`config.mk`:
```
export PLATFORM = sky130hd
export DESIGN_NAME = bcd_mod_counter_flat
export DESIGN_NICKNAME = d
export VERILOG_FILES = /design/src/rtl/bcd_mod_counter_if.sv /design/src/rtl/bcd_mod_counter.sv /design/src/flat_wrapper.sv
export SDC_FILE = /design/constraint.sdc
export NUM_CORES = 1
export LEC_CHECK = 0
export ABC_CLOCK_PERIOD_IN_PS = 2500
export CORE_ASPECT_RATIO = 1.2
export CORE_MARGIN = 1.5
export CORE_UTILIZATION = 45
export CTS_CLUSTER_SIZE = 25
export DETAILED_ROUTE_END_ITERATION = 10
export PLACE_DENSITY = 0.8
export SLEW_MARGIN = 10
export SYNTH_ARGS = -nofsm -noshare
export SYNTH_HDL_FRONTEND = slang
export SYNTH_SLANG_ARGS = --single-unit
```
`constraint.sdc`:
```
create_clock -name clk -period 2.5 [get_ports clk]
set_input_delay 0.5 -clock clk [delete_from_list [all_inputs] [get_ports clk]]
set_output_delay 0.5 -clock clk [all_outputs]
set_load 0.01 [all_outputs]
```
`src/rtl/bcd_mod_counter_if.sv`:
```
// Bundle of control, load/compare and status signals for one bcd_mod_counter stage.
//   master : drives cen/dir/inc/dec/clr/load, load digits and compare digits;
//            observes tens/ones, co/bo, match and load_err.
//   slave  : the counter itself (mirror of master).
interface bcd_mod_counter_if;
  logic       cen;
  logic       dir;
  logic       inc;
  logic       dec;
  logic       clr;
  logic       load;
  logic [3:0] load_tens;
  logic [3:0] load_ones;
  logic [3:0] cmp_tens;
  logic [3:0] cmp_ones;
  logic [3:0] tens;
  logic [3:0] ones;
  logic       co;
  logic       bo;
  logic       match;
  logic       load_err;

  modport master (
    output cen, dir, inc, dec, clr, load, load_tens, load_ones, cmp_tens, cmp_ones,
    input  tens, ones, co, bo, match, load_err
  );

  modport slave (
    input  cen, dir, inc, dec, clr, load, load_tens, load_ones, cmp_tens, cmp_ones,
    output tens, ones, co, bo, match, load_err
  );
endinterface

```
`src/rtl/bcd_mod_counter.sv`:
```
// Two-digit BCD modulo-MOD counter with cascade carry/borrow, manual stepping,
// synchronous clear, validated parallel load and a BCD compare output.
//   clk    : rising-edge clock
//   n_rst  : synchronous active-low reset (count <- INIT, load_err <- 0)
//   bus    : slave side of bcd_mod_counter_if
//            cen/dir   cascade enable and direction (0 up, 1 down)
//            inc/dec   manual single steps (ignored while cen=1)
//            clr       clear to INIT; load + load_tens/load_ones parallel load
//            tens/ones registered digits; co/bo combinational cascade outputs
//            match     count equals cmp_tens/cmp_ones; load_err one-cycle reject flag
module bcd_mod_counter #(
  parameter int unsigned MOD  = 60,
  parameter int unsigned INIT = 0
) (
  input logic             clk,
  input logic             n_rst,
  bcd_mod_counter_if.slave bus
);

  localparam logic [3:0] MAX_T  = 4'((MOD - 1) / 10);
  localparam logic [3:0] MAX_O  = 4'((MOD - 1) % 10);
  localparam logic [3:0] INIT_T = 4'(INIT / 10);
  localparam logic [3:0] INIT_O = 4'(INIT % 10);

  typedef enum logic [1:0] {
    STEP_HOLD,
    STEP_UP,
    STEP_DOWN
  } step_t;

  logic [3:0] tens_q, ones_q, tens_nx, ones_nx;
  logic       load_err_q, load_err_nx;
  logic       at_max, at_zero, load_valid;
  step_t      step;

  assign at_max  = (tens_q == MAX_T) && (ones_q == MAX_O);
  assign at_zero = (tens_q == 4'd0) && (ones_q == 4'd0);

  // Digit-wise compare against MOD-1 avoids a binary conversion of the load value.
  assign load_valid = (bus.load_tens <= 4'd9) && (bus.load_ones <= 4'd9) &&
                      ((bus.load_tens < MAX_T) ||
                       ((bus.load_tens == MAX_T) && (bus.load_ones <= MAX_O)));

  always_comb begin
    step = STEP_HOLD;
    if (bus.cen)
      step = bus.dir ? STEP_DOWN : STEP_UP;
    else if (bus.inc && !bus.dec)
      step = STEP_UP;
    else if (bus.dec && !bus.inc)
      step = STEP_DOWN;
  end

  always_comb begin
    tens_nx     = tens_q;
    ones_nx     = ones_q;
    load_err_nx = 1'b0;
    if (bus.clr) begin
      tens_nx = INIT_T;
      ones_nx = INIT_O;
    end else if (bus.load) begin
      // A rejected load also suppresses any step in the same cycle.
      if (load_valid) begin
        tens_nx = bus.load_tens;
        ones_nx = bus.load_ones;
      end else begin
        load_err_nx = 1'b1;
      end
    end else begin
      unique case (step)
        STEP_UP: begin
          if (at_max) begin
            tens_nx = '0;
            ones_nx = '0;
          end else if (ones_q == 4'd9) begin
            tens_nx = tens_q + 4'd1;
            ones_nx = '0;
          end else begin
            ones_nx = ones_q + 4'd1;
          end
        end
        STEP_DOWN: begin
          if (at_zero) begin
            tens_nx = MAX_T;
            ones_nx = MAX_O;
          end else if (ones_q == 4'd0) begin
            tens_nx = tens_q - 4'd1;
            ones_nx = 4'd9;
          end else begin
            ones_nx = ones_q - 4'd1;
          end
        end
        default: ;
      endcase
    end
  end

  always_ff @(posedge clk) begin
    if (!n_rst) begin
      tens_q     <= INIT_T;
      ones_q     <= INIT_O;
      load_err_q <= 1'b0;
    end else begin
      tens_q     <= tens_nx;
      ones_q     <= ones_nx;
      load_err_q <= load_err_nx;
    end
  end

  assign bus.tens     = tens_q;
  assign bus.ones     = ones_q;
  assign bus.load_err = load_err_q;
  // Cascade outputs are gated by clr/load so a stage being rewritten never ripples.
  assign bus.co       = bus.cen && !bus.dir && at_max && !bus.clr && !bus.load;
  assign bus.bo       = bus.cen && bus.dir && at_zero && !bus.clr && !bus.load;
  // Digits are always below MOD, so a compare value of MOD or more cannot match.
  assign bus.match    = (tens_q == bus.cmp_tens) && (ones_q == bus.cmp_ones);

endmodule

```
`src/flat_wrapper.sv`:
```
// flat-port wrapper written by rule: the top's interface ports become plain ports
module bcd_mod_counter_flat 
#(
  parameter int unsigned MOD  = 60,
  parameter int unsigned INIT = 0
)
  (clk, n_rst, bus_cen, bus_dir, bus_inc, bus_dec, bus_clr, bus_load, bus_load_tens, bus_load_ones, bus_cmp_tens, bus_cmp_ones, bus_tens, bus_ones, bus_co, bus_bo, bus_match, bus_load_err);
  bcd_mod_counter_if bus_i ();
  input logic clk;
  input logic n_rst;
  input wire logic [$bits(bus_i.cen)-1:0] bus_cen;
  input wire logic [$bits(bus_i.dir)-1:0] bus_dir;
  input wire logic [$bits(bus_i.inc)-1:0] bus_inc;
  input wire logic [$bits(bus_i.dec)-1:0] bus_dec;
  input wire logic [$bits(bus_i.clr)-1:0] bus_clr;
  input wire logic [$bits(bus_i.load)-1:0] bus_load;
  input wire logic [$bits(bus_i.load_tens)-1:0] bus_load_tens;
  input wire logic [$bits(bus_i.load_ones)-1:0] bus_load_ones;
  input wire logic [$bits(bus_i.cmp_tens)-1:0] bus_cmp_tens;
  input wire logic [$bits(bus_i.cmp_ones)-1:0] bus_cmp_ones;
  output wire logic [$bits(bus_i.tens)-1:0] bus_tens;
  output wire logic [$bits(bus_i.ones)-1:0] bus_ones;
  output wire logic [$bits(bus_i.co)-1:0] bus_co;
  output wire logic [$bits(bus_i.bo)-1:0] bus_bo;
  output wire logic [$bits(bus_i.match)-1:0] bus_match;
  output wire logic [$bits(bus_i.load_err)-1:0] bus_load_err;
  assign bus_i.cen = bus_cen;
  assign bus_i.dir = bus_dir;
  assign bus_i.inc = bus_inc;
  assign bus_i.dec = bus_dec;
  assign bus_i.clr = bus_clr;
  assign bus_i.load = bus_load;
  assign bus_i.load_tens = bus_load_tens;
  assign bus_i.load_ones = bus_load_ones;
  assign bus_i.cmp_tens = bus_cmp_tens;
  assign bus_i.cmp_ones = bus_cmp_ones;
  assign bus_tens = bus_i.tens;
  assign bus_ones = bus_i.ones;
  assign bus_co = bus_i.co;
  assign bus_bo = bus_i.bo;
  assign bus_match = bus_i.match;
  assign bus_load_err = bus_i.load_err;
  bcd_mod_counter #(.MOD(MOD), .INIT(INIT)) u_core (.clk(clk), .n_rst(n_rst), .bus(bus_i));
endmodule
```
==> After elaboration in Yosys (flattened, before gate mapping) <==
Index checks and enable logic that the tools add are counted.
{ "totals": {"ff_bits": 9, "input_bits": 24, "output_inout_bits": 12, "elab_cells": 70} }
{ "op_classes": {"n_addsub": 4, "n_lt_le_gt_ge": 3, "eq_ne": 10, "muxes": 19, "bitwise_logic": 2, "reduce_logical": 29} }
{ "op_table": {"columns": ["operator", "n"], "rows": [
  ["2-to-1 mux 4 bit", 12],
  ["logical AND 1 bit", 16],
  ["one-hot mux 4 bit (2 select lines)", 2],
  ["adder 4 x 1 -> 4 bit (second input constant)", 2],
  ["equality test 4 x 3 -> 1 bit (second input constant)", 2],
  ["equality test 4 bit", 2],
  ["less-or-equal comparator 4 bit (second input constant)", 2],
  ["zero test 4 bit", 2],
  ["2-to-1 mux 2 bit", 4],
  ["inequality test 4 x 2 -> 1 bit (second input constant)", 2],
  ["subtractor 4 x 1 -> 4 bit (second input constant)", 2],
  ["zero test 1 bit", 5],
  ["equality test 4 bit (second input constant)", 1],
  ["< comparator 4 x 3 -> 1 bit (second input constant)", 1],
  ["AND reduction 4 bit", 1],
  ["nonzero test 3 bit", 1],
  ["OR reduction 3 bit", 1],
  ["equality test 2 x 1 -> 1 bit (second input constant)", 1],
  ["equality test 2 bit (second input constant)", 1],
  ["inequality test 2 x 1 -> 1 bit (second input constant)", 1],
  ["inverter 1 bit", 2],
  ["AND reduction 2 bit", 1],
  ["OR reduction 2 bit", 1],
  ["logical OR 1 bit", 1],
  ["2-to-1 mux 1 bit", 1]
]} }

==> Logic depth before layout (Yosys ltp) <==
Gate-level depths: netlist (run 1).
{ "depth": {"depth_word": 8, "depth_mapped": 8, "ltp_nobuf": 7} }

==> Worst setup path after synthesis (run 1) <==
No wires, ideal clock.
{ "synth_path": {"kind": "flip-flop to output port", "start": "register u_core.ones_q[0] (netlist: u_core.bus.ones[0])", "end": "output bus_bo", "arrival_time_ns": 1.971, "required_time_ns": 2.000, "setup_slack_ns": 0.029, "path_stages_with_launch": 7, "path_buffers": 1, "cell_sequence": "dfxtp_1 -> clkbuf_1 -> inv_1 -> ha_1 -> or3b_4 -> nor4b_4 -> nor4b_1"} }
{ "synth_via": {"elab_chain_len": 5} }
{ "synth_lines": {"columns": ["item", "line", "text"], "rows": [
  ["from (decl)", "bcd_mod_counter.sv:31", "logic [3:0] tens_q, ones_q, tens_nx, ones_nx;"],
  ["from (signal assigned)", "bcd_mod_counter.sv:105", "ones_q <= ones_nx;"],
  ["zero test 4 bit", "bcd_mod_counter.sv:37", "assign at_zero = (tens_q == 4'd0) && (ones_q == 4'd0);"],
  ["logical AND 1 bit", "bcd_mod_counter.sv:37", null],
  ["logical AND 1 bit (3 in series)", "bcd_mod_counter.sv:115", "assign bus.bo = bus.cen && bus.dir && at_zero && !bus.clr && !bus.load;"],
  ["to (decl)", "flat_wrapper.sv:24", "output wire logic [$bits(bus_i.bo)-1:0] bus_bo;"]
]} }
No other way between the ends.

==> Final worst setup path (run 1) <==
Same ends and word-level chain as after synthesis.

==> results.md, run 1 <==
- Cts hold-fix bufs: 0
- Simple-gate share of the synthesized area: 30.4%
- Yosys reg bits: 9
- Synthesized area: 1010 um2
- Synth-to-Final Area Change: 51.1%
- Clock buffer depth: 2
- Synth area leaders: dfxtp_1, xnor2_1, ha_1
- Hold path depth: 2
- Final net count: 207
- Worst path required time: 2000 ps
- Compound-Gate Fraction of Synth Area: 24.3%
- Clk slew on worst S/H paths: 70 ps
- Cts bufs inserted: 3
- Width of the die: 46.3 um
- Via/cell ratio: 5.75
- CTS sink cnt: 9
- I/O Pins: 36
- Main flop type after synthesis: dfxtp_1
- Non-filler instance count after layout: 206
- Critical R2R Launch: u_core.bus.ones[0]
- Fraction of layout cells with a size suffix above 1: 18.8%
- Post-synth top cells: nand2_1, xnor2_1, dfxtp_1
- Met1 Usage GRT: 31.9%
- Highest Clock Rate: 0.419 GHz
- FF-to-FF path depth: 8
- Rel. slew slack: 66.5%
- CTS tree: built
- P per Cell Area: 327 nW/um2
- Mux cell area share after synthesis: 1.11%
- WP data arrival: 1890 ps
- Setup TNS: 0 ps
- First-pass GRT wire length: 4750 um
- Clk_skew: 6.33 ps
- CP startpoint kind: flip-flop
- I/O Buffers: 35
- Cell count after synthesis: 128
- Tot Pwr: 0.500 mW
- Antenna Nets Post-Route: 0
- Grt met3 use: 2.60%
- Tmin final: 2390 ps
- Hold Crit Class: flip-flop to flip-flop
- Status: complete, no violations
- Ant diodes: 0
- Yosys warns: 0
- Largest fanout on the critical path: 3
- EDFF count, synth: 0
- Initial core utilization: 48.3%
- Avg WL per Cell: 14.0 um
- Sequential element share of the synthesized area: 17.8%
- CTS Root Cell: clkbuf_4
- Synth async-reset ratio: 0%
- Die area: 2540 um2
- Final setup viols: 0
- Overall Global Routing Usage: 26.0%
- Hold_sp: u_core.bus.tens[1]
- GR peak layer: met2
- GR Overflow Total: 0
- Hold endpoint: u_core.bus.tens[1]
- Adder-Cell Fraction of Synth Area: 7.43%
- Synth area leader: dfxtp_1
- DP Cell Count: 202
- Core Area: 2090 um2
- TritonRoute pass-1 iters: 4
- Final period utilization: 95.6%
- Max-slew violations: 0
- Vias in the first global route: 1125
- Largest net degree at the start of global routing: 16
- First DRT Iteration DRCs: 41
- Worst vdd ir: 0.000256 V
- Row count: 18
- Largest family of logic cells by synthesized area: simple AND/OR/NAND/NOR gates
- Hpwl dp: 2240 um
- Synth top area share: 17.8%
- Worst-Margin Slew: 497 ps
- Leak: 0.584 nW
- Placer Congestion: 0.900
- Via Count: 1185
- Drc violations: 0
- Final core occ: 72.9%
- Avg Inst Size Synth: 7.90 um2
- Reg-to-reg endpoint: u_core.bus.tens[1]
- Syn Nets: 158
- Area share of xor/xnor cells in the synthesized design: 11.3%
- Flop2flop setup slack: 520 ps
- Htree depth: 1
- Final wirelength: 2890 um
- Final hold vios: 0
- Hold Slack: 547 ps
- Clk_lat worst skew: 270 ps
- Crit path from: u_core.bus.ones[0]
- Die Span Y: 54.9 um
- Critical Path Sink Type: output port
- Max_cap viols: 0
- Critical setup path kind: flip-flop to output port
- Synth cell types: 44
- Initial antenna violation count: 0
- GR Util met2: 44.7%
what timing repair did:
item | in CTS | in global routing
setup endpoints to repair | 2 | 1
pin swaps | 0 | 1
buffers inserted | 0 | 0
resized for setup | 7 | 4
kinds of logic (layout without fill, tap and decap cells):
kind of cell / after synthesis / count (layout)
XOR/XNOR: 13 / 13
AO/OA/AOI/OAI: 34 / 34
flip-flops: 9 / 9
buffers and inverters: 16 / 64
adder cells (fa/ha/maj): 6 / 6
multiplexers: 1 / 1
AND/OR/NAND/NOR: 49 / 49
metal layers:
layer	up-vias	share of wire, %	wire [um]
met5	-	0	0
met4	0	1.3	37
met3	8	6.7	193
met2	66	51	1460
met1	545	42	1200
li1	566	-	-
layout by cell type (no fill, tap or decap), types with 3 or more instances in the layout:
cell	synthesis	layout
nand2b_1	4	4
o21ai_0	4	4
o32ai_1	3	3
o31ai_1	3	3
nand2_1	12	12
clkbuf_4	0	3
nor2_1	8	8
nor3_1	6	6
clkdlybuf4s50_1	0	33
xnor2_1	12	12
a31oi_1	3	3
inv_1	8	7
dfxtp_1	9	8
a21boi_0	3	3
a21oi_1	6	6
ha_1	6	5
buf_4	0	17
through the flow:
stage	instance area (um2)	worst slack, ps
floorplan	1010	29.4
detailed placement	1480	-80.8
CTS	1510	85.8
global route	1530	-5.47
finish	1530	111
global placement	1480	-12.7
power breakdown:
group	leakage [nW]	total, mW	switching (mW)	internal (mW)
sequential	0.0737	0.156	0.00602	0.150
combinational	0.495	0.224	0.100	0.124
clock	0.0150	0.120	0.0585	0.0618
total	0.584	0.500	0.164	0.335
how the worst max path moves through the flow:
stage / end / slack, ps / cells past startpoint
6_report: bus_bo / 110 / 6
2_1_floorplan: bus_bo / 30 / 6
5_1_grt: bus_bo / -5 / 6
4_1_cts: bus_bo / 90 / 6
3_3_place_gp: bus_bo / -10 / 6
3_5_place_dp: bus_bo / -80 / 6
critical path, stage by stage, from the launching register on:
cell	delay, ps
dfxtp_1	310
inv_1	90
ha_4	140
or3b_4	400
nor4b_4	300
nor4b_4	220
buf_2	160
layout make-up:
type	instances	area [um2]
multi-input cells	103	781
fillers	174	567
repair buffers	52	472
flip-flops and latches	9	181
well taps	30	37.5
inverters	8	30.0
clock buffers	4	26.3
flip-flops by register name, indices dropped and copies added (netlist names):
signal	count
u_core.bus.tens	4
u_core.bus.load_err	1
u_core.bus.ones	4
Power figures use the tool's default switching activity.
==> run 2: changes to the inputs <==
CORE_MARGIN = 2   (was 1.5)
==> results.md, run 2 (synthesis results as in run 1) <==
- Status: complete, no violations
- Final instance area: 1510 um2 (-0.98%)
- CTS Root Cell: clkbuf_4
- Clk_skew: 2.51 ps (-3.82 ps)
- Width of the die: 47.3 um (+2.2%)
- Worst-Margin Slew: 489 ps (-8.65 ps)
- Cts bufs inserted: 3 (unchanged)
- Cts hold-fix bufs: 0 (unchanged)
- Clk slew on worst S/H paths: 70 ps (about the same)
- Final net count: 206 (-0.48%)
- Dpl cell area: 1470 um2 (-0.51%)
- RSZ-0062 raised after global routing: yes
- GR Overflow Total: 0 (unchanged)
- Die area: 2640 um2 (+4.0%)
- Initial core utilization: 48.3% (unchanged)
- Tmin final: 2400 ps (+6.71 ps)
- Initial antenna violation count: 0 (unchanged)
- First-pass GRT wire length: 4810 um (+1.2%)
- Placer Congestion: 0.893 (-0.73%)
- Clock buffer depth: 2 (unchanged)
- Rel. slew slack: 67.1% (+0.58 points)
- Largest net degree at the start of global routing: 16 (unchanged)
- TritonRoute pass-1 iters: 4 (unchanged)
- Worst path required time: 2000 ps (about the same)
- Highest Clock Rate: 0.417 GHz (-0.28%)
- Pre-CTS WS: -63.5 ps (+17.3 ps)
- WP data arrival: 1900 ps (about the same)
- Via/cell ratio: 5.62 (-2.2%)
- I/O Pins: 36 (unchanged)
- Avg WL per Cell: 13.9 um (-1.1%)
- Leak: 0.577 nW (-1.1%)
- Critical setup path kind: flip-flop to output port
- Htree depth: 1 (unchanged)
- Via Count: 1153 (-2.7%)
- Clk_lat worst skew: 250 ps (-20 ps)
- Final setup viols: 0 (unchanged)
- Most common cell after layout, fill and taps aside: clkdlybuf4s50_1
- Final hold vios: 0 (unchanged)
- I/O Buffers: 35 (unchanged)
- Post-CTS sizing: 5 (-2)
- CP startpoint kind: flip-flop
- Most frequent cells in the layout: clkdlybuf4s50_1, buf_4, nand2_1, xnor2_1, dfxtp_1
- Final wirelength: 2840 um (-1.6%)
- Final period utilization: 95.8% (+0.27 points)
- Hold Crit Class: flip-flop to flip-flop
- Drc violations: 0 (unchanged)
- Overall Global Routing Usage: 24.2% (-1.8 points)
- DP Cell Count: 201 (-0.50%)
- Core Area: 2090 um2 (unchanged)
- Vias in the first global route: 1156 (+2.8%)
- Postcts setup bufs: 0 (unchanged)
- Synth-to-Final Area Change: 49.6%
- Worst vdd ir: 0.000215 V (-16%)
- CTS sink cnt: 9 (unchanged)
- Final setup margin: 104 ps (-6.71 ps)
- Row count: 18 (unchanged)
- Hold Slack: 540 ps (-6.70 ps)
- Die Span Y: 55.9 um (+1.8%)
- P per Cell Area: 324 nW/um2 (-0.99%)
- Hpwl dp: 2230 um (-0.55%)
- Max-slew violations: 0 (unchanged)
- Largest fanout on the critical path: 3 (unchanged)
- Critical Path Sink Type: output port
- Non-filler instance count after layout: 205 (-0.49%)
- Fraction of layout cells with a size suffix above 1: 17.1% (-1.6 points)
- Ant diodes: 0 (unchanged)
- First DRT Iteration DRCs: 51 (+24%)
- Max_cap viols: 0 (unchanged)
- Antenna Nets Post-Route: 0 (unchanged)
- CTS tree: built
run 2: area by class of cell:
type | count | area, um2
sequential | 9 | 180
fill | 174 | 582
inverter | 8 | 30.0
tap | 30 | 37.5
timing repair buffer | 51 | 464
clock buffer | 4 | 26.3
multi-input combinational | 103 | 774
run 2: stage by stage:
step,util [%],total power [mW],TNS (ps)
after CTS,71.8,0.489,0
after floorplan,-,0.279,0
after global routing,72.2,0.524,-21.1
final,72.2,0.490,0
after detailed placement,70.3,0.373,-63.5
after global placement,70.3,0.367,-13.2
run 2: path summary, 6_finish.rpt:
kind	slack [ps]	start	end	cells after the start
min	540	u_core.bus.tens[1]	u_core.bus.tens[1]	2
max reg2reg	550	u_core.bus.ones[1]	u_core.bus.tens[1]	8
max	100	u_core.bus.ones[1]	bus_bo	6
min reg2reg	540	u_core.bus.tens[1]	u_core.bus.tens[1]	2
run 2: per-layer routing:
metal | routed length [um] | share of wire [%] | global-route usage, % | vias up
li1 | - | - | - | 562
met1 | 1120 | 39 | 30.0 | 522
met2 | 1440 | 51 | 39.0 | 63
met3 | 232 | 8.2 | 2.27 | 6
met4 | 52 | 1.8 | 12.7 | 0
met5 | 0 | 0 | 0 | -
run 2: power breakdown:
group,switching [mW],internal [mW],leakage [nW]
registers,0.00569,0.150,0.0733
logic,0.0989,0.121,0.489
clock network,0.0536,0.0614,0.0150
run 2: worst max-delay path: stages, from the launching register on:
cell,delay (ps)
dfxtp_1,310
inv_1,70
ha_1,160
or3b_4,410
nor4b_4,280
nor4b_4,230
buf_2,170
==> run 3: changes to the inputs <==
CORE_UTILIZATION = 62   (was 45)
DONT_BUFFER_PORTS = 1   (was not set)
PLACE_DENSITY = 0.78   (was 0.8)
REMOVE_ABC_BUFFERS = 1   (was not set)
==> results.md, run 3 (synthesis results as in run 1) <==
- Worst path max stage delay: 420 ps (about the same)
- Crit path top cell by count: nor4b_4
- TritonRoute pass-1 iters: 4 (unchanged)
- I/O Pins: 36 (unchanged)
- GR peak layer: met2
- Final wirelength: 2620 um (-7.7%)
- Rel. slew slack: 64.1% (-3.0 points)
- Dpl cell area: 1030 um2 (-30%)
- Ant diodes: 0 (unchanged)
- Pre-CTS WS: 259 ps (+322 ps)
- Synth-to-Final Area Change: 6.93%
- Hold Slack: 327 ps (-213 ps)
- Max-slew violations: 0 (unchanged)
- Cts hold-fix bufs: 0 (unchanged)
- Overall Global Routing Usage: 28.9% (+4.8 points)
- Setup TNS: 0 ps (unchanged)
- Worst-Margin Slew: 537 ps (+48.2 ps)
- First-pass GRT wire length: 3840 um (-20%)
- CTS sink cnt: 9 (unchanged)
- Clk_lat worst skew: 280 ps (+30 ps)
- I/O Buffers: 0 (-100%)
- P per Cell Area: 403 nW/um2 (+24%)
- Fill count: 133 (-24%)
- Final instance area: 1080 um2 (-29%)
- Via/cell ratio: 6.63 (+18%)
- Initial core utilization: 68.2% (+20 points)
- Final setup margin: 63.8 ps (-40.5 ps)
- Worst path required time: 2000 ps (about the same)
- Grt met3 use: 4.11% (+1.8 points)
- Placer Congestion: 0.824 (-7.7%)
- Die Span Y: 48.2 um (-14%)
- CP startpoint kind: flip-flop
- Core Area: 1480 um2 (-29%)
- Final net count: 162 (-21%)
- Status: complete, no violations
- Flop2flop setup slack: 580 ps (+30 ps)
- GR Overflow Total: 0 (unchanged)
- Drc violations: 0 (unchanged)
- Final setup viols: 0 (unchanged)
- CTS tree: built
- Met1 Usage GRT: 33.3% (+3.4 points)
- Max_cap viols: 0 (unchanged)
- WP data arrival: 1940 ps (+40 ps)
- Most frequent cells in the layout: nand2_1, xnor2_1, dfxtp_1
- Cts bufs inserted: 3 (unchanged)
- GR Util met2: 54.7% (+16 points)
- Antenna Nets Post-Route: 0 (unchanged)
- Final period utilization: 97.4% (+1.6 points)
- Clk_skew: 10.9 ps (+8.39 ps)
- Crit-path cells: inv_1, ha_1, or3b_4, nor4b_4, nor4b_4, buf_4
- CTS Root Cell: clkbuf_4
- Via Count: 981 (-15%)
- Row count: 15 (-3)
- RSZ-0062 raised after global routing: no
- Leak: 0.394 nW (-32%)
- Width of the die: 40.9 um (-14%)
- Highest Clock Rate: 0.410 GHz (-1.7%)
- Clock buffer depth: 2 (unchanged)
- Slowest cell on crit path: or3b_4
- First DRT Iteration DRCs: 31 (-39%)
- Final hold vios: 0 (unchanged)
- Clk slew on worst S/H paths: 80 ps (about the same)
- Avg WL per Cell: 17.7 um (+28%)
- Fraction of layout cells with a size suffix above 1: 16.0% (-1.1 points)
- Vias in the first global route: 881 (-24%)
- Largest fanout on the critical path: 3 (unchanged)
- Hpwl dp: 1870 um (-16%)
- Die area: 1970 um2 (-25%)
- Tmin final: 2440 ps (+40.5 ps)
- Htree depth: 1 (unchanged)
- Critical Path Sink Type: output port
- Hold Crit Class: input port to flip-flop
- Initial antenna violation count: 0 (unchanged)
- Largest net degree at the start of global routing: 25 (+9)
- Worst vdd ir: 0.000250 V (+16%)
- Critical setup path kind: flip-flop to output port
[run 3: routing by layer]
layer  part of all wire, %  up-vias
met5                     0        -
met1                    41      470
met4                  0.72        0
met2                    54       34
met3                   4.8        4
li1                      -      473
[run 3: stage by stage]
| step | total power [mW] | utilization [%] | cells |
|---|---|---|---|
| final | 0.436 | 72.9 | 148 |
| after global placement | 0.295 | 69.5 | 143 |
| after global routing | 0.448 | 72.9 | 148 |
| after floorplan | 0.269 | - | 120 |
| after CTS | 0.421 | 71.6 | 147 |
| after detailed placement | 0.299 | 69.5 | 143 |
[run 3: layout make-up]
| cell class | count | area, um2 | share of cell area [%] |
|---|---|---|---|
| Multi-Input combinational cell | 103 | 771 | 71.3 |
| Inverter | 8 | 30.0 | 2.78 |
| Sequential cell | 9 | 180 | 16.7 |
| Tap cell | 17 | 21.3 | 1.97 |
| Timing Repair Buffer | 7 | 52.6 | 4.86 |
| Clock buffer | 4 | 26.3 | 2.43 |
[run 3: power breakdown]
part | switching (mW) | leakage [nW] | internal (mW)
logic | 0.0739 | 0.306 | 0.0711
registers | 0.0108 | 0.0733 | 0.150
clock network | 0.0682 | 0.0150 | 0.0619
total | 0.153 | 0.394 | 0.283
[run 3: worst max-delay path: cells and delay by family, from the launching register on]
kind,cells,cell delay [ps]
simple gates,3,930
flops,1,320
fa+ha+maj,1,170
buf+inv,2,240
[run 3: timing repair]
| action | 4_1_cts | 5_1_grt |
|---|---|---|
| gates resized for setup | 1 | 3 |
| endpoints found under the setup margin | 1 | 2 |
| buffers inserted | 0 | 1 |
| gates cloned | 0 | 0 |
| pin swaps | 0 | 1 |
[run 3: final timing paths]
kind	startpoint	cells after the start	endpoint
hold / removal	bus_load	2	u_core.bus.load_err
hold reg to reg	u_core.bus.tens[3]	2	u_core.bus.tens[3]
setup reg to reg	u_core.bus.ones[0]	7	u_core.bus.tens[3]
setup / recovery	u_core.bus.ones[1]	6	bus_bo
